### src/rtl/fifo_uart_tx.sv
// rtl/fifo_uart_tx.sv - UART transmitter that pops words from a FIFO and serialises them LSB first.
// Optional even-parity bit between data and stop is compiled in by FIFO_UART_TX_PARITY_EN.
module fifo_uart_tx #(
  parameter int DATA_SIZE    = 8,
  parameter int CLKS_PER_BIT = 5208
) (
  input  logic                 clk,
  input  logic                 reset,
  input  logic                 tx_enable,
  input  logic                 empty,
  input  logic [DATA_SIZE-1:0] read_data_in,
  output logic                 read_from_fifo,
  output logic                 tx,
  output logic                 busy
);

  localparam int BAUD_W = (CLKS_PER_BIT > 1) ? $clog2(CLKS_PER_BIT) : 1;
  localparam int BIT_W  = (DATA_SIZE > 1) ? $clog2(DATA_SIZE) : 1;
  localparam logic [BAUD_W-1:0] BAUD_LAST = BAUD_W'(CLKS_PER_BIT - 1);
  localparam logic [BIT_W-1:0]  BIT_LAST  = BIT_W'(DATA_SIZE - 1);

`ifdef FIFO_UART_TX_PARITY_EN
  typedef enum logic [2:0] {IDLE, START, DATA, PARITY, STOP} state_t;
`else
  typedef enum logic [1:0] {IDLE, START, DATA, STOP} state_t;
`endif

  state_t               state;
  logic [BAUD_W-1:0]    baud_cnt;
  logic [BIT_W-1:0]     bit_cnt;
  logic [DATA_SIZE-1:0] shift_reg;
  logic [DATA_SIZE-1:0] shift_next;
  logic                 baud_done;
`ifdef FIFO_UART_TX_PARITY_EN
  logic                 parity_bit;
`endif

  // The pop is gated by reset so nothing leaves the FIFO while the block is held.
  assign read_from_fifo = reset && (state == IDLE) && tx_enable && !empty;
  assign busy           = (state != IDLE) || read_from_fifo;
  assign baud_done      = (baud_cnt == BAUD_LAST);
  assign shift_next     = shift_reg >> 1;

  always_ff @(posedge clk) begin
    if (!reset) begin
      state     <= IDLE;
      tx        <= 1'b1;
      baud_cnt  <= '0;
      bit_cnt   <= '0;
      shift_reg <= '0;
`ifdef FIFO_UART_TX_PARITY_EN
      parity_bit <= 1'b0;
`endif
    end else begin
      case (state)
        IDLE: begin
          baud_cnt <= '0;
          bit_cnt  <= '0;
          tx       <= 1'b1;
          if (read_from_fifo) begin
            shift_reg <= read_data_in;
`ifdef FIFO_UART_TX_PARITY_EN
            parity_bit <= ^read_data_in;
`endif
            tx        <= 1'b0;
            state     <= START;
          end
        end
        START: begin
          if (baud_done) begin
            baud_cnt <= '0;
            tx       <= shift_reg[0];
            state    <= DATA;
          end else begin
            baud_cnt <= baud_cnt + BAUD_W'(1);
          end
        end
        DATA: begin
          if (baud_done) begin
            baud_cnt <= '0;
            if (bit_cnt == BIT_LAST) begin
              bit_cnt <= '0;
`ifdef FIFO_UART_TX_PARITY_EN
              tx      <= parity_bit;
              state   <= PARITY;
`else
              tx      <= 1'b1;
              state   <= STOP;
`endif
            end else begin
              // Bit 0 of the register is always the bit on the line.
              bit_cnt   <= bit_cnt + BIT_W'(1);
              shift_reg <= shift_next;
              tx        <= shift_next[0];
            end
          end else begin
            baud_cnt <= baud_cnt + BAUD_W'(1);
          end
        end
`ifdef FIFO_UART_TX_PARITY_EN
        PARITY: begin
          if (baud_done) begin
            baud_cnt <= '0;
            tx       <= 1'b1;
            state    <= STOP;
          end else begin
            baud_cnt <= baud_cnt + BAUD_W'(1);
          end
        end
`endif
        STOP: begin
          if (baud_done) begin
            baud_cnt <= '0;
            tx       <= 1'b1;
            state    <= IDLE;
          end else begin
            baud_cnt <= baud_cnt + BAUD_W'(1);
          end
        end
        default: begin
          state    <= IDLE;
          tx       <= 1'b1;
          baud_cnt <= '0;
          bit_cnt  <= '0;
        end
      endcase
    end
  end

endmodule

### config.mk
export PLATFORM = sky130hd
export DESIGN_NAME = fifo_uart_tx
export DESIGN_NICKNAME = d
export VERILOG_FILES = /design/src/rtl/fifo_uart_tx.sv
export SDC_FILE = /design/constraint.sdc
export NUM_CORES = 1
export LEC_CHECK = 0
export ABC_AREA = 1
export CAP_MARGIN = 10
export CORE_ASPECT_RATIO = 0.8
export CORE_MARGIN = 3
export CORE_UTILIZATION = 60
export CTS_BUF_LIST = sky130_fd_sc_hd__clkbuf_16
export CTS_CLUSTER_SIZE = 20
export DETAILED_ROUTE_END_ITERATION = 8
export GPL_ROUTABILITY_DRIVEN = 0
export GPL_TIMING_DRIVEN = 0
export HOLD_SLACK_MARGIN = 0.08
export PLACE_DENSITY = 0.87
export SYNTH_ARGS = -nofsm -noshare
export SYNTH_HDL_FRONTEND = slang
export SYNTH_SLANG_ARGS = --single-unit
### constraint.sdc
create_clock -name clk -period 3.85 [get_ports clk]
set_input_delay 0.77 -clock clk [delete_from_list [all_inputs] [get_ports clk]]
set_output_delay 0.77 -clock clk [all_outputs]
set_load 0.01 [all_outputs]
# Word-level counts from Yosys, hierarchy flattened

Index checks and enable logic that the tools add are counted.
W data, S select, Z words.

Register bits: 27
Output and inout port bits: 3
Word-level logic and storage cells: 52

Add/sub/neg operators: 2
Equality and inequality tests: 11
Mux-type cells: 21
Reductions and logical operators: 13

Operator list:

| kind                    | number |
|---|---|
| $pmux W13 S2            | 1 |
| $mux W8                 | 3 |
| $pmux W8 S2             | 1 |
| $add A13 B1 Y13 const B | 1 |
| $eq A13 B13 Y1 const B  | 1 |
| $mux W13                | 1 |
| $ne A2 B2 Y1 const B    | 6 |
| $mux W2                 | 5 |
| $pmux W2 S4             | 1 |
| $mux W3                 | 2 |
| $pmux W3 S2             | 1 |
| $mux W1                 | 5 |
| $reduce_and A5 Y1       | 1 |
| $eq A2 B2 Y1 const B    | 2 |
| $pmux W1 S4             | 1 |
| $reduce_and A4 Y1       | 1 |
| $reduce_bool A2 Y1      | 2 |
| $add A3 B1 Y3 const B   | 1 |
| $eq A3 B3 Y1 const B    | 1 |
| $logic_and A1 B1 Y1     | 3 |
| $reduce_and A3 Y1       | 1 |
| $reduce_or A3 Y1        | 1 |
| $eq A2 B1 Y1 const B    | 1 |
| $logic_not A2 Y1        | 1 |
| other kinds (3)         | 3 |

# Logic depth before layout (Yosys ltp)

Gate-level depths: netlist of run 1.

Word-level depth: 6
Depth in mapped cells: 12

# Least setup slack after synthesis of run 1

Ideal clock, no wire load.

Kind: input -> output
Start: in reset
End: out read_from_fifo
Arrival time: 1.237 ns
Slack: 1.843 ns
Stages: 3
Path buffers: 1
Cell sequence: clkbuf_1 nand4_1 inv_1

Cells in the longest elaborated chain, start to end: 3

RTL lines:

| element                           | line | RTL |
|---|---|---|
| start: declaration                | 8    | `input logic reset,` |
| $logic_and A1 B1 Y1 (3 in series) | 39   | `assign read_from_fifo = reset && (state == IDLE) && tx_enable && !empty;` |
| end: declaration                  | 12   | `output logic read_from_fifo,` |

No other way between the ends.

# Worst setup path after layout of run 1

Ends and elaborated chain as after synthesis.

==> results of run 1 <==
-- power breakdown --
| group | internal (mW) | leakage [nW] | switching (mW) | total, mW |
|---|---|---|---|---|
| combinational | 0.156 | 0.446 | 0.212 | 0.368 |
| sequential | 0.336 | 0.220 | 0.0396 | 0.376 |
| clock | 0.140 | 0.0409 | 0.0952 | 0.235 |
-- synth_stat cells (all sizes together) --
| library cell | count |
|---|---|
| a31oi | 1 |
| mux2i | 7 |
| xor2 | 3 |
| ha | 7 |
| nand2 | 42 |
| nand3 | 23 |
| nand3b | 1 |
| nor3 | 8 |
| a211oi | 1 |
| or2 | 1 |
| nor2 | 32 |
| inv | 24 |
| nor3b | 1 |
| dfxtp | 27 |
| nand4 | 3 |
| buf | 5 |
| a21oi | 18 |
| o21ai | 3 |
| clkbuf | 1 |
-- kinds of logic after synthesis --
logic type / synth area share, %
muxes: 4.68
and+or+nand+nor: 33.3
buffers and inverters: 9.19
adders and majority gates: 5.85
DFF: 36.1
xor gates and xnor gates: 1.75
AOI/OAI and AO/OA: 9.19
-- worst max-delay path: cells and delay by family --
family | cells | cell delay, ps
buffers and inverters | 4 | 1610
and+or+nand+nor | 1 | 140
-- worst max-delay path by stage --
| stage | slack [ps] | depth (start not counted) | end | startpoint |
|---|---|---|---|---|
| finish | 550 | 5 | read_from_fifo | reset |
| global route | 470 | 5 | read_from_fifo | reset |
| CTS | 550 | 5 | read_from_fifo | reset |
| detailed placement | 550 | 5 | read_from_fifo | reset |
| global placement | 590 | 5 | read_from_fifo | reset |
| floorplan | 1840 | 3 | read_from_fifo | reset |
-- final cells by class --
type / instances / area, um^2 / share of cell area [%]
Sequential cell: 27 / 541 / 30.9
Clock inverter: 1 / 5.00 / 0.286
Tap cell: 25 / 31.3 / 1.79
Timing Repair Buffer: 14 / 140 / 8.01
Inverter: 24 / 90.1 / 5.15
Multi-Input combinational cell: 151 / 820 / 46.9
Buffer: 6 / 47.5 / 2.72
Clock buffer: 3 / 75.1 / 4.29
-- through the flow --
step / worst slack, ps / instance area [um^2] / utilization [%] / total power, mW
6_report: 549 / 1750 / 77.7 / 0.979
5_1_grt: 467 / 1750 / 77.7 / 1.05
4_1_cts: 554 / 1750 / 77.7 / 0.983
3_5_place_dp: 552 / 1670 / 74.1 / 0.742
3_3_place_gp: 592 / 1670 / 74.1 / 0.718
2_1_floorplan: 1840 / 1500 / - / 0.644
-- per-layer routing --
| layer | vias up | wire, um | track usage (%) |
|---|---|---|---|
| li1 | 711 | - | - |
| met1 | 626 | 1480 | 31.6 |
| met2 | 50 | 1470 | 38.7 |
| met3 | 7 | 257 | 6.43 |
| met4 | 0 | 47 | 7.07 |
| met5 | - | 0 | 0 |
==> out/qor.yml, run 1 <==
cells_and_area:
  largest_reg_flops: 13
  final_cell_mix: "39 x nand2_1, 31 x nor2_1, 27 x dfxtp_1, 21 x nand3_1, 20 x inv_1"
  drive_gt1_share_pct: 9.73
  layout_commonest_cell: "nand2_1"
  layout.cells.non_filler: 251
  fillers: 156
  antenna_cells: 0
  area_growth_pct: 16.8
  nNetsFinal: 246
detailed_routing:
  vias: 1394
  avgRoutedWirePerCell_um: 13.0
  wirelength_um: 3250
  viasPerCell: 5.55
  ant_nets: 0
  dr.pass1.iters: 5
  dr.first_iter.drc_count: 76
  drc: 0
floorplanning:
  ios: 15
  die_w_um: 61.9
  core_area_um2: 2250
  rows: 15
  fp.dieH_um: 50.7
  start_util_pct: 66.5
  die_area_um2: 3140
timing:
  period_minus_slack_ps: 3300
  setup_tns_ps: 0
  fin_hold_ws_ps: 469
  slew_headroom_pct: 69.8
  setup_violations: 0
  fmax_mhz: 303
  fin_skew_ps: 2.50
  worst_slew_pin_slew_ps: 452
  rsz0062_at_grt: "false"
  drv_slew: 0
  period_share_pct: 85.7
  finalHoldViolCount: 0
clock_tree:
  cts_tree: "built"
  post-cts-setup-buffers: 0
  htreeDepth: 1
  cts_root_buf: "clkbuf_16"
  cts_num_sinks: 27
  clk_pin_slew_ps: 60
  cts_inserted_buffers: 3
  cts.repair.resized: 0
  ctsHoldBuffers: 0
  clock_path_buffers: 2
  clk_latency_ps: 260
worst_setup_path:
  r2r-end: "shift_reg[3]$_SDFFE_PN0P_"
  slowest_delay_ps: 610
  r2r_setup_slack_ps: 2110
  crit_arrival_ps: 2530
  required_ps: 3080
  cpMaxStageDelayCell: "clkdlybuf4s50_1"
  crit_path_cell_trace: "clkdlybuf4s50_1 -> clkbuf_1 -> nand4_1 -> inv_1 -> clkdlybuf4s50_1"
  setup.worst_path.class: "in2out"
  crit_path_end_kind: "output port"
  cp_common_cell: "clkdlybuf4s50_1"
  ff2ff_path_depth: 12
  cp_max_fo: 10
  critPathLaunchType: "input port"
  reg2reg_from: "state[0]$_SDFFE_PN0P_"
min_path:
  hold_depth: 2
  worstHoldStart: "baud_cnt[11]$_SDFF_PP0_"
  hold_end: "baud_cnt[11]$_SDFF_PP0_"
  min_path_type: "reg2reg"
place:
  hpwl_um: 2470
  port_buffers: 14
  dp_cells: 247
yosys:
  syn-num-nets: 227
  synthCells: 208
  synth_top_area_cell: "dfxtp_1"
  synth_top_area_share_pct: 36.1
  synth-seq-area-share_pct: 36.1
  syn-cell-area_um2: 1500
  synthDistinctLibCells: 25
  ys_ff_latch: 27
  synth_area_leaders: "dfxtp_1 36%, nand2_1 9.8%, nor2_1 7.8%"
  yosys_warnings: 0
  syn_area_per_cell_um2: 7.20
global_route:
  grt_pass1_vias: 1303
  track_usage_pct: 24.2
  overflow: 0
  grt_max_degree: 16
  grt_pass1_wl_um: 5620
  antenna_found_initial: 0
run:
  drv_cap: 0
power_and_ir_drop:
  powerDensity_nw_per_um2: 560
  ir_drop_v: 0.000333
  power_leakage_nw: 0.706
run_status:
  outcome: "finished clean"
No activity file was read; power rests on OpenSTA's default activity.
==> run 2: changes to the inputs <==
CORE_MARGIN = unset   (was 3)
HOLD_SLACK_MARGIN = 0.15   (was 0.08)
==> run 2 against run 1 <==
  * The run now ends with DRC left
  * Maximum frequency down 0.63%
  * Sequential share of layout area did not move
  * Worst setup slack lost 21 ps
  * Hold slack worse by 10 ps
  * Combinational power hardly changed
  * Critical path type unchanged
  * Register-to-register slack about the same
  * Wire length shrank 0.37%
  * Clock power down 2%
==> out/qor.yml, run 2 (synthesized netlist as in run 1, its figures left out) <==
timing:
  drv_slew: 0  # unchanged
  setup_violations: 0  # unchanged
  finalHoldViolCount: 0  # unchanged
  fin_skew_ps: 4.40  # was 2.50 ps
  period_share_pct: 86.3  # was 85.7%
  fmax_mhz: 301  # was 303 MHz
  worst_slew_pin_slew_ps: 454  # was 452 ps
  period_minus_slack_ps: 3320  # was 3300 ps
  setup_tns_ps: 0  # unchanged
  rsz0062_at_grt: "false"  # unchanged
  slew_headroom_pct: 69.8  # about the same
  setup_ws_ps: 528  # was 549 ps
worst_setup_path:
  setup.worst_path.class: "in2out"  # unchanged
  cp_max_fo: 10  # unchanged
  critPathLaunchType: "input port"  # unchanged
  required_ps: 3080  # about the same
  crit_path_end_kind: "output port"  # unchanged
  crit_arrival_ps: 2550  # was 2530 ps
detailed_routing:
  viasPerCell: 5.51  # was 5.55
  drc: 1  # was 0
  vias: 1383  # was 1394
  wirelength_um: 3240  # was 3250 um
  dr.pass1.iters: 8  # was 5
  ant_nets: 0  # unchanged
  avgRoutedWirePerCell_um: 12.9  # was 13.0 um
  dr.first_iter.drc_count: 90  # was 76
clock_tree:
  clk_latency_ps: 260  # about the same
  cts_tree: "built"  # unchanged
  clock_path_buffers: 2  # unchanged
  post-cts-setup-buffers: 0  # unchanged
  cts.repair.resized: 0  # unchanged
  cts_num_sinks: 27  # unchanged
  cts_root_buf: "clkbuf_16"  # unchanged
  ctsHoldBuffers: 0  # unchanged
  clk_pin_slew_ps: 60  # about the same
  htreeDepth: 1  # unchanged
  cts_inserted_buffers: 3  # unchanged
power_and_ir_drop:
  power.total_uw: 971  # was 979 uW
  power_leakage_nw: 0.706  # unchanged
  powerDensity_nw_per_um2: 555  # was 560 nW/um^2
  ir_drop_v: 0.000312  # was 0.000333 V
cells_and_area:
  area_growth_pct: 16.8  # unchanged
  nNetsFinal: 246  # unchanged
  layout_commonest_cell: "nand2_1"  # unchanged
  drive_gt1_share_pct: 9.73  # unchanged
  antenna_cells: 0  # unchanged
  layout.cells.non_filler: 251  # unchanged
  final_util_pct: 77.7  # unchanged
  fillers: 157  # was 156
  largest_reg_flops: 13  # unchanged
  final_cell_mix: "39 x nand2_1, 31 x nor2_1, 27 x dfxtp_1, 21 x nand3_1, 20 x inv_1"  # unchanged
global_route:
  antenna_found_initial: 0  # unchanged
  track_usage_pct: 27.4  # was 24.2%
  overflow: 0  # unchanged
  grt_pass1_vias: 1284  # was 1303
  grt_pass1_wl_um: 5490  # was 5620 um
  grt_max_degree: 16  # unchanged
run_status:
  violations: "DRC"
  outcome: "finished with violations"  # was finished clean
floorplanning:
  fp.dieH_um: 46.7  # was 50.7 um
  ios: 15  # unchanged
  rows: 15  # unchanged
  die_w_um: 57.9  # was 61.9 um
  core_area_um2: 2250  # unchanged
  die_area_um2: 2700  # was 3140 um^2
  start_util_pct: 66.5  # unchanged
run:
  drv_cap: 0  # unchanged
place:
  dp_slack_ps: 578  # was 552 ps
  port_buffers: 14  # unchanged
  hpwl_um: 2400  # was 2470 um
  dp_cells: 247  # unchanged
min_path:
  min_path_type: "reg2reg"  # unchanged
[run 2: cell counts in the layout (fill, tap and decap cells not counted)]
No cell type changed its count.
[run 2: layer usage]
metal,share of wire (%),vias to the layer above,wire [um],GRT usage [%]
li1,-,714,-,-
met1,47,616,1520,33.2
met2,46,47,1500,48.7
met3,5.5,6,177,6.46
met4,1.4,0,44,8.57
met5,0,-,0,0
[run 2: worst paths after layout]
check / startpoint / to / slack, ps / cells past startpoint
max: reset / read_from_fifo / 530 / 5
min: baud_cnt[11]$_SDFF_PP0_ / baud_cnt[11]$_SDFF_PP0_ / 460 / 2
min reg2reg: baud_cnt[11]$_SDFF_PP0_ / baud_cnt[11]$_SDFF_PP0_ / 460 / 2
max reg2reg: state[0]$_SDFFE_PN0P_ / shift_reg[2]$_SDFFE_PN0P_ / 2100 / 12
[run 2: area by class of cell]
cell class                      instances  area [um^2]  area share (%)
Multi-Input combinational cell        151          820            46.9
Tap cell                               25         31.3            1.79
Timing Repair Buffer                   14          140            8.01
Buffer                                  6         47.5            2.72
Inverter                               24         90.1            5.15
Sequential cell                        27          541            30.9
Clock buffer                            3         75.1            4.29
Clock inverter                          1         5.00           0.286
[run 2: through the flow]
step	area, um^2	hold slack [ps]
after CTS	1750	462
after global placement	1670	432
final	1750	459
after global routing	1750	483
after floorplan	1500	418
after detailed placement	1670	452
[run 2: power by group]
group          switching [mW]  total [mW]  internal (mW)
clock network          0.0897       0.230          0.140
logic                   0.211       0.367          0.156
registers              0.0383       0.374          0.336
total                   0.339       0.971          0.632
[run 2: worst max-delay path, cell delays in order]
cell and delay (ps):
clkdlybuf4s50_1 630, clkbuf_1 410, nand4_1 140, inv_1 70, clkdlybuf4s50_1 530
